`src/rtl/ase_pkg.sv`:
```
// Shared types for the CCI-P write-response packer.
// Tracking-table entry layout, request length encoding and mask helper.
package ase_pkg;

    localparam int ASE_TAG_W   = 8;
    localparam int ASE_MDATA_W = 16;

    typedef enum logic [1:0] {
        WR_LEN_1CL = 2'd0,
        WR_LEN_2CL = 2'd1,
        WR_LEN_4CL = 2'd3
    } wrresp_len_e;

    typedef struct packed {
        logic                   valid;
        logic [ASE_TAG_W-1:0]   tag;
        wrresp_len_e            len;
        logic [1:0]             vc;
        logic [ASE_MDATA_W-1:0] mdata;
        logic [3:0]             mask;
    } wrresp_entry_t;

    function automatic logic [3:0] len_to_mask(input wrresp_len_e len);
        case (len)
            WR_LEN_2CL: len_to_mask = 4'b0011;
            WR_LEN_4CL: len_to_mask = 4'b1111;
            default:    len_to_mask = 4'b0001;
        endcase
    endfunction

endpackage

```
`src/rtl/wrresp_track_table.sv`:
```
// Tag-indexed table of outstanding multi-CL write requests.
// CAM lookup, lowest-free allocation, mask merge and completion detect.
module wrresp_track_table
    import ase_pkg::*;
#(
    parameter int DEPTH   = 8,
    parameter int TAG_W   = ASE_TAG_W,
    parameter int MDATA_W = ASE_MDATA_W
) (
    input  logic               clk,
    input  logic               rst,
    input  logic [TAG_W-1:0]   lk_tag_i,
    input  logic               upd_i,
    input  logic [1:0]         len_i,
    input  logic [1:0]         cl_i,
    input  logic [1:0]         vc_i,
    input  logic [MDATA_W-1:0] mdata_i,
    output logic               hit_o,
    output logic               full_o,
    output logic               any_o,
    output logic               dup_o,
    output logic               done_o,
    output logic [1:0]         vc_o,
    output logic [MDATA_W-1:0] mdata_o
);

    localparam int IDX_W = (DEPTH > 1) ? $clog2(DEPTH) : 1;

    wrresp_entry_t    ent_q [DEPTH];
    wrresp_entry_t    hit_e;
    logic [IDX_W-1:0] hit_idx;
    logic [IDX_W-1:0] free_idx;
    logic             free_ok;
    logic [3:0]       bit_sel;
    logic [3:0]       mask_nx;

    // Tag match, lowest free slot and occupancy scan
    always_comb begin
        hit_o    = 1'b0;
        hit_idx  = '0;
        free_ok  = 1'b0;
        free_idx = '0;
        any_o    = 1'b0;
        for (int i = 0; i < DEPTH; i++) begin
            if (ent_q[i].valid && ent_q[i].tag == lk_tag_i) begin
                hit_o   = 1'b1;
                hit_idx = IDX_W'(i);
            end
            if (!ent_q[i].valid && !free_ok) begin
                free_ok  = 1'b1;
                free_idx = IDX_W'(i);
            end
            any_o = any_o | ent_q[i].valid;
        end
    end

    assign hit_e   = ent_q[hit_idx];
    assign bit_sel = 4'b0001 << cl_i;
    assign mask_nx = hit_e.mask | bit_sel;
    assign dup_o   = hit_o & |(hit_e.mask & bit_sel);
    assign done_o  = hit_o & ~dup_o &
                     (mask_nx == len_to_mask(hit_e.len));
    assign full_o  = ~free_ok;
    assign vc_o    = hit_e.vc;
    assign mdata_o = hit_e.mdata;

    // Allocate on miss, merge mask on hit, free on completion
    always_ff @(posedge clk) begin
        if (!rst) begin
            for (int i = 0; i < DEPTH; i++) begin
                ent_q[i] <= '0;
            end
        end else if (upd_i) begin
            if (hit_o) begin
                if (done_o) begin
                    ent_q[hit_idx] <= '0;
                end else if (!dup_o) begin
                    ent_q[hit_idx].mask <= mask_nx;
                end
            end else if (free_ok) begin
                ent_q[free_idx] <= '{valid: 1'b1,
                                     tag:   lk_tag_i,
                                     len:   wrresp_len_e'(len_i),
                                     vc:    vc_i,
                                     mdata: mdata_i,
                                     mask:  bit_sel};
            end
        end
    end

endmodule

```
`src/rtl/wrresp_packer.sv`:
```
// Coalesces per-line write responses into one response per request.
// Optional response counters enabled by ASE_WRRESP_STATS_EN.
module wrresp_packer
    import ase_pkg::*;
#(
    parameter int DEPTH   = 8,
    parameter int TAG_W   = ASE_TAG_W,
    parameter int MDATA_W = ASE_MDATA_W
) (
    input  logic               clk,
    input  logic               rst,
    input  logic               in_valid,
    output logic               in_ready,
    input  logic [TAG_W-1:0]   in_tag,
    input  logic [1:0]         in_vc,
    input  logic [1:0]         in_len,
    input  logic [1:0]         in_cl_num,
    input  logic [MDATA_W-1:0] in_mdata,
    input  logic               in_is_fence,
    output logic               out_valid,
    input  logic               out_ready,
    output logic [1:0]         out_vc,
    output logic               out_format,
    output logic [1:0]         out_cl_num,
    output logic [MDATA_W-1:0] out_mdata,
    output logic               out_is_fence,
    output logic [2:0]         err
`ifdef ASE_WRRESP_STATS_EN
    ,
    output logic [31:0]        cnt_single,
    output logic [31:0]        cnt_packed,
    output logic [31:0]        cnt_fence
`endif
);

    logic               tt_hit, tt_full, tt_any;
    logic               tt_dup, tt_done;
    logic [1:0]         tt_vc;
    logic [MDATA_W-1:0] tt_mdata;

    logic               ld_ok, acc, illegal, new_multi;
    logic               c_fence, c_bad, c_one, c_multi;

    logic               emit_d, fmt_d, fence_d;
    logic [1:0]         cl_d, vc_d;
    logic [MDATA_W-1:0] md_d;
    logic [2:0]         err_set;

    logic               out_valid_q, out_format_q, out_is_fence_q;
    logic [1:0]         out_vc_q, out_cl_num_q;
    logic [MDATA_W-1:0] out_mdata_q;
    logic [2:0]         err_q;

    assign illegal   = (in_len == 2'd2) | (in_cl_num > in_len);
    assign new_multi = (in_len != 2'd0) & ~in_is_fence & ~tt_hit;
    assign ld_ok     = ~out_valid_q | out_ready;
    assign in_ready  = rst & ld_ok & ~(new_multi & tt_full);
    assign acc       = in_valid & in_ready;

    assign c_fence = in_is_fence;
    assign c_bad   = ~in_is_fence & illegal;
    assign c_one   = ~in_is_fence & ~illegal & (in_len == 2'd0);
    assign c_multi = ~in_is_fence & ~illegal & (in_len != 2'd0);

    wrresp_track_table #(
        .DEPTH   (DEPTH),
        .TAG_W   (TAG_W),
        .MDATA_W (MDATA_W)
    ) u_table (
        .clk      (clk),
        .rst      (rst),
        .lk_tag_i (in_tag),
        .upd_i    (acc & c_multi),
        .len_i    (in_len),
        .cl_i     (in_cl_num),
        .vc_i     (in_vc),
        .mdata_i  (in_mdata),
        .hit_o    (tt_hit),
        .full_o   (tt_full),
        .any_o    (tt_any),
        .dup_o    (tt_dup),
        .done_o   (tt_done),
        .vc_o     (tt_vc),
        .mdata_o  (tt_mdata)
    );

    // Classify the accepted line into a response and error flags
    always_comb begin
        emit_d  = 1'b0;
        fmt_d   = 1'b0;
        fence_d = 1'b0;
        cl_d    = 2'd0;
        vc_d    = in_vc;
        md_d    = in_mdata;
        err_set = 3'b000;
        if (acc) begin
            unique case (1'b1)
                c_fence: begin
                    emit_d     = 1'b1;
                    fence_d    = 1'b1;
                    err_set[2] = tt_any;
                end
                c_bad: begin
                    err_set[1] = 1'b1;
                end
                c_one: begin
                    emit_d = 1'b1;
                    cl_d   = in_cl_num;
                end
                c_multi: begin
                    err_set[0] = tt_dup;
                    emit_d     = tt_done;
                    fmt_d      = 1'b1;
                    cl_d       = in_len;
                    vc_d       = tt_vc;
                    md_d       = tt_mdata;
                end
            endcase
        end
    end

    // Single-entry output register, held while stalled
    always_ff @(posedge clk) begin
        if (!rst) begin
            out_valid_q    <= 1'b0;
            out_format_q   <= 1'b0;
            out_is_fence_q <= 1'b0;
            out_vc_q       <= 2'd0;
            out_cl_num_q   <= 2'd0;
            out_mdata_q    <= '0;
        end else if (ld_ok) begin
            out_valid_q <= emit_d;
            if (emit_d) begin
                out_format_q   <= fmt_d;
                out_is_fence_q <= fence_d;
                out_vc_q       <= vc_d;
                out_cl_num_q   <= cl_d;
                out_mdata_q    <= md_d;
            end
        end
    end

    // Sticky error flags
    always_ff @(posedge clk) begin
        if (!rst) err_q <= 3'b000;
        else      err_q <= err_q | err_set;
    end

    assign out_valid    = out_valid_q;
    assign out_format   = out_format_q;
    assign out_is_fence = out_is_fence_q;
    assign out_vc       = out_vc_q;
    assign out_cl_num   = out_cl_num_q;
    assign out_mdata    = out_mdata_q;
    assign err          = err_q;

`ifdef ASE_WRRESP_STATS_EN
    logic [31:0] cs_q, cp_q, cf_q;
    logic        ld_any;

    assign ld_any = ld_ok & emit_d;

    // Saturating per-kind response counters
    always_ff @(posedge clk) begin
        if (!rst) begin
            cs_q <= '0;
            cp_q <= '0;
            cf_q <= '0;
        end else if (ld_any) begin
            if (fence_d && cf_q != '1)            cf_q <= cf_q + 32'd1;
            if (!fence_d && fmt_d && cp_q != '1)  cp_q <= cp_q + 32'd1;
            if (!fence_d && !fmt_d && cs_q != '1) cs_q <= cs_q + 32'd1;
        end
    end

    assign cnt_single = cs_q;
    assign cnt_packed = cp_q;
    assign cnt_fence  = cf_q;
`endif

endmodule

```
`config.mk`:
```
export PLATFORM = sky130hd
export DESIGN_NAME = wrresp_packer
export DESIGN_NICKNAME = d
export VERILOG_FILES = /design/src/rtl/ase_pkg.sv /design/src/rtl/wrresp_track_table.sv /design/src/rtl/wrresp_packer.sv
export SDC_FILE = /design/constraint.sdc
export NUM_CORES = 1
export LEC_CHECK = 0
export BUFFER_PORTS_ARGS = -buffer_cell sky130_fd_sc_hd__buf_2
export CAP_MARGIN = 25
export CORE_AREA = 5 5 214 216
export CTS_CLUSTER_DIAMETER = 200
export DETAILED_ROUTE_END_ITERATION = 6
export DIE_AREA = 0 0 219 221
export SETUP_SLACK_MARGIN = 0.5
export SYNTH_ARGS = -nofsm -noshare
export SYNTH_HDL_FRONTEND = slang
export SYNTH_SLANG_ARGS = --single-unit
```
`constraint.sdc`:
```
create_clock -name clk -period 22.3 [get_ports clk]
set_input_delay 4.46 -clock clk [delete_from_list [all_inputs] [get_ports clk]]
set_output_delay 4.46 -clock clk [all_outputs]
set_load 0.02 [all_outputs]
```
# Word level (Yosys, flattened, before mapping)
# Memories as Yosys holds them, arrays and structs flattened.
# Cells that the tools add are included.
# word_totals
register_bits,26
mem_bits_rw,264
input_bits,35
wordCells,162
mem_count,1
# classes
magnitude_cmp,1
n_eq_ne,12
n_shift,1
muxes,71
n_bitwise,34
n_reduce_logical,35
# mem_list
memory,words,word_bits,rd,rd_ports_with_merged_regs,write_ports,line_no,rtl
u_table.ent_q,8,33,9,0,8,wrresp_track_table.sv:29,wrresp_entry_t ent_q [DEPTH];
# ops
operator,count
33-bit two-way mux,2
33-bit OR reduction,2
8-bit equality test,8
1-bit two-way mux,43
3-bit two-way mux,11
16-bit two-way mux,2
2-bit two-way mux,9
1-bit logical AND,15
1-bit AND,14
1-bit logical NOT,13
1-bit bitwise OR,10
4-bit case mux with 2 select lines,1
1-bit inverter,7
4-bit AND,1
2-bit equality test (second input constant),2
4-bit equality test,1
4-bit two-way mux,1
4-bit bitwise OR,1
2-bit case mux with 2 select lines,1
4-bit OR reduction,1
1-bit by 2-bit left shift with 4-bit output (first input constant),1
3-bit bitwise OR,1
2-bit by 1-bit equality test with 1-bit output (second input constant),1
2-bit greater-than comparator,1
other kinds (5),5

# Logic depth before layout (Yosys ltp)
# An unclocked memory read counts as a cell.
# depth
ltp_word,35
ltp_mapped,17

# Cells and area by module
# From an unflattened synthesis, not the netlist that was laid out.
# hier_totals
cells_unflattened,1348
area_unflattened_um2,14702.9
# modules_own_cells
module,instances,cells_each,area_per_inst_um2,seq_area_each_um2
wrresp_track_table,1,1196,13471.7,7927.6
wrresp_packer,1,152,1231.2,520.5

# Worst setup path after synthesis
# OpenSTA, ideal clock, no wires.
# synth_path
kind,input-to-output
start,input port in_tag[2]
end,output port in_ready
arrival_time_ns,6.452
required_time_ns,17.840
slack_ns,11.388
stages,10
cell_sequence,buf_6 buf_2 xnor2_1 nand4_1 nor3_1 nor2_1 nand3_1 or3_1 nor4_1 nor2_1
# synth_between
elab_chain_cells,15
word_cells_on_any_way,29
classes_between,eq/ne (8); mux (8); bitwise (5); reduce/logical (8)
# synth_lines
element,line_no,rtl
from (decl),wrresp_packer.sv:14,"input logic [TAG_W-1:0] in_tag,"
8-bit equality test,wrresp_track_table.sv:45,if (ent_q[i].valid && ent_q[i].tag == lk_tag_i) begin
1-bit logical AND,wrresp_track_table.sv:45,
1-bit two-way mux (7 in a row),wrresp_track_table.sv:45,
1-bit two-way mux (*),wrresp_track_table.sv:45,
1-bit inverter (*),wrresp_packer.sv:55,assign new_multi = (in_len != 2'd0) & ~in_is_fence & ~tt_hit;
1-bit AND (*),wrresp_packer.sv:55,
1-bit AND (*),wrresp_packer.sv:57,assign in_ready = rst & ld_ok & ~(new_multi & tt_full);
1-bit inverter (*),wrresp_packer.sv:57,
1-bit AND (*),wrresp_packer.sv:57,
to (decl),wrresp_packer.sv:13,"output logic in_ready,"
# Every way passes the cells marked *; elsewhere a longest branch is shown, timed or not.

# Worst setup path in the final report
# layout_path
start,input port in_tag[3]
end,output port in_ready
# Same word-level chain as after synthesis.

==> results.ini <==
[run_status]
status = finished, final reports clean

[clock_tree]
clock_latency_ns = 0.52
root_buffer = clkbuf_16
cts_tree = yes
cts_resized = 0
cts_buffers = 34
cts_htree_levels = 2
post-cts-setup-buffer-count = 0
ctsLongestPathBuffers = 3
worst_setup_hold_path_clk_slew_ns = 0.05
cts.sinks = 290
postCtsHoldBufs = 0

[worst_setup_path]
endpoint_kind = output port
crit_type = in -> out
critPathTopFamily = simple AND/OR/NAND/NOR gates
critPathSlowestCell = nor4_1
critPathBufInv = 2
worst_ep_required_time_ns = 17.84
worstSetupStartpointType = input pin
cpPeakStageDelay_ns = 0.82
cp_max_fo = 14
crit_chain = buf_2 > xnor2_1 > nand4_1 > nor3_1 > nor2_1 > nand3_1 > or3_1 > nor4_1 > nor2_1 > buf_2
worstPathArrival_ns = 7.38

[routing]
drc = 0
wl_per_cell_um = 20.5
dr.pass1.iters = 5
vias = 10145
routed_wirelength_um = 40600
drtIter0Drc = 989
ant_nets = 0
vias_per_cell = 5.12

[sta]
maxSlewViolCount = 0
post-route-period-util = 0.531
fmax_mhz = 84.4
finalCriticalPeriod_ns = 11.84
rsz0062_at_grt = no
tns_ns = 0
setup_ws_ns = 10.46
fin_worst_skew_ns = 0.0219
setup_viol = 0
tightest_slew_ns = 0.970
hold_viol = 0
relSlewSlack = 0.353

[floorplanning]
die_height_um = 221
die_x_um = 219
dieArea_um2 = 48400
ios = 62
core_area_um2 = 43700
initial_core_util = 0.324
fp-row-count = 77

[synth]
synth_nets = 1366
syn_area_um2 = 14200
synth_top_cell_by_area = edfxtp_1
synthCells = 1329
synth_cell_types = 65
ys_ff_latch = 290
async_reset_ff_frac = 0
yosys_warnings = 0
synth_ff_type = edfxtp_1
avgSynthCellArea_um2 = 10.7
synth_area_leaders = edfxtp_1, nand2_1, and2_1
synth_seq_area_share = 0.597
synth_edf_count = 264
synth_top_area_frac = 0.560

[placement]
port_buffers = 61
gp_congestion = 0.917
dp_slack_ns = 10.47
place_hpwl_um = 25000

[layout]
nNetsFinal = 1405
layout_commonest_cell = edfxtp_1
diodes = 0
syn2layout_area_growth_pct = 14.0
final_cell_mix = edfxtp_1, nand2_1, nand3_1, and2_1, nor2_1
drive_above_1_share = 0.132

[power_and_ir_drop]
swShare = 0.230
power.internal_mw = 0.947
p_sw_mw = 0.283
ir_drop_mv = 0.0361
clkPwrFrac = 0.427
pwr-share-comb = 0.067
p_leak_nw = 5.67
seqPwrFrac = 0.506
power_density_nw_per_um2 = 76.2

[global_routing]
grt_max_degree = 76
antenna_found_initial = 1
grt_pass1_vias = 10291
grt_pass1_wl_um = 62500
grtUsageTotal = 0.166
overflow = 0

[min_path]
hold_class = reg -> reg

[job]
drv_cap = 0

-- logic make-up (layout without fill, tap and decap cells) --
family	count (synthesis)	in the layout	synth area share
compound gates	101	101	0.0489
xor+xnor	64	64	0.0444
fa+ha+maj	2	2	0.00177
buf+inv	93	155	0.0324
flops	290	290	0.597
mux	37	37	0.0268
simple gates	742	742	0.249
-- synth_stat cells, types with 5 or more instances --
cell        n
nand4_1    14
buf_6      12
edfxtp_1  264
and2_1    131
xor2_1      7
dfxtp_1    26
o31ai_1     5
o21a_1      5
xnor2_2     9
mux2i_1    33
o21ai_0    46
xnor2_1    48
nand2_1   243
nor4_1      7
nand3_1   148
nor3_1     32
nor2_1    126
a21oi_1    11
inv_1       9
nor2b_1     9
or3_1       5
clkbuf_1   60
-- flip-flops by register name, summed over array words and instances (netlist names) --
| signal | count |
|---|---|
| out_mdata | 16 |
| out_vc | 2 |
| out_cl_num | 2 |
| out_format | 1 |
| u_table.ent_q | 264 |
| out_is_fence | 1 |
| err | 3 |
| out_valid | 1 |
-- per-layer routing --
layer / up-vias / global-route usage / share of wire
li1: 4717 / - / -
met1: 4978 / 0.234 / 0.44
met2: 373 / 0.264 / 0.47
met3: 75 / 0.0241 / 0.065
met4: 2 / 0.0525 / 0.026
met5: - / 0 / 0.00017
-- final timing paths --
check                       start                   end  slack (ns)  cells after the start
max                     in_tag[3]              in_ready       10.46                     10
min                        err[2]                err[2]        0.46                      1
max reg2reg  u_table.ent_q[7][31]  u_table.ent_q[1][11]       16.21                     16
min reg2reg                err[2]                err[2]        0.46                      1
-- power by group through the flow --
stage / clock network [mW] / registers, mW / logic (mW)
2_1_floorplan: 0 / 0.635 / 0.0506
3_3_place_gp: 0 / 0.633 / 0.0811
3_5_place_dp: 0 / 0.634 / 0.0827
4_1_cts: 0.533 / 0.622 / 0.0832
5_1_grt: 0.556 / 0.624 / 0.0907
6_report: 0.525 / 0.622 / 0.0829
-- cell type report --
| cell class | count | area (um2) |
|---|---|---|
| clock buffers | 46 | 947 |
| multi-input cells | 946 | 5370 |
| inverters | 9 | 33.8 |
| repair buffers | 87 | 517 |
| clock inverters | 13 | 87.6 |
| well taps | 592 | 741 |
| fillers | 4351 | 27600 |
| flip-flops and latches | 290 | 8450 |
-- stage by stage --
step	hold slack, ns	area, um2	total power, mW	utilization	std cells
floorplan	0.533	14200	0.686	-	1329
global placement	0.442	15100	0.714	0.345	1922
detailed placement	0.448	15100	0.716	0.345	1923
CTS	0.458	16100	1.24	0.369	1982
global route	0.466	16100	1.27	0.369	1983
finish	0.457	16100	1.23	0.369	1983
Power figures use the tool's default switching activity.
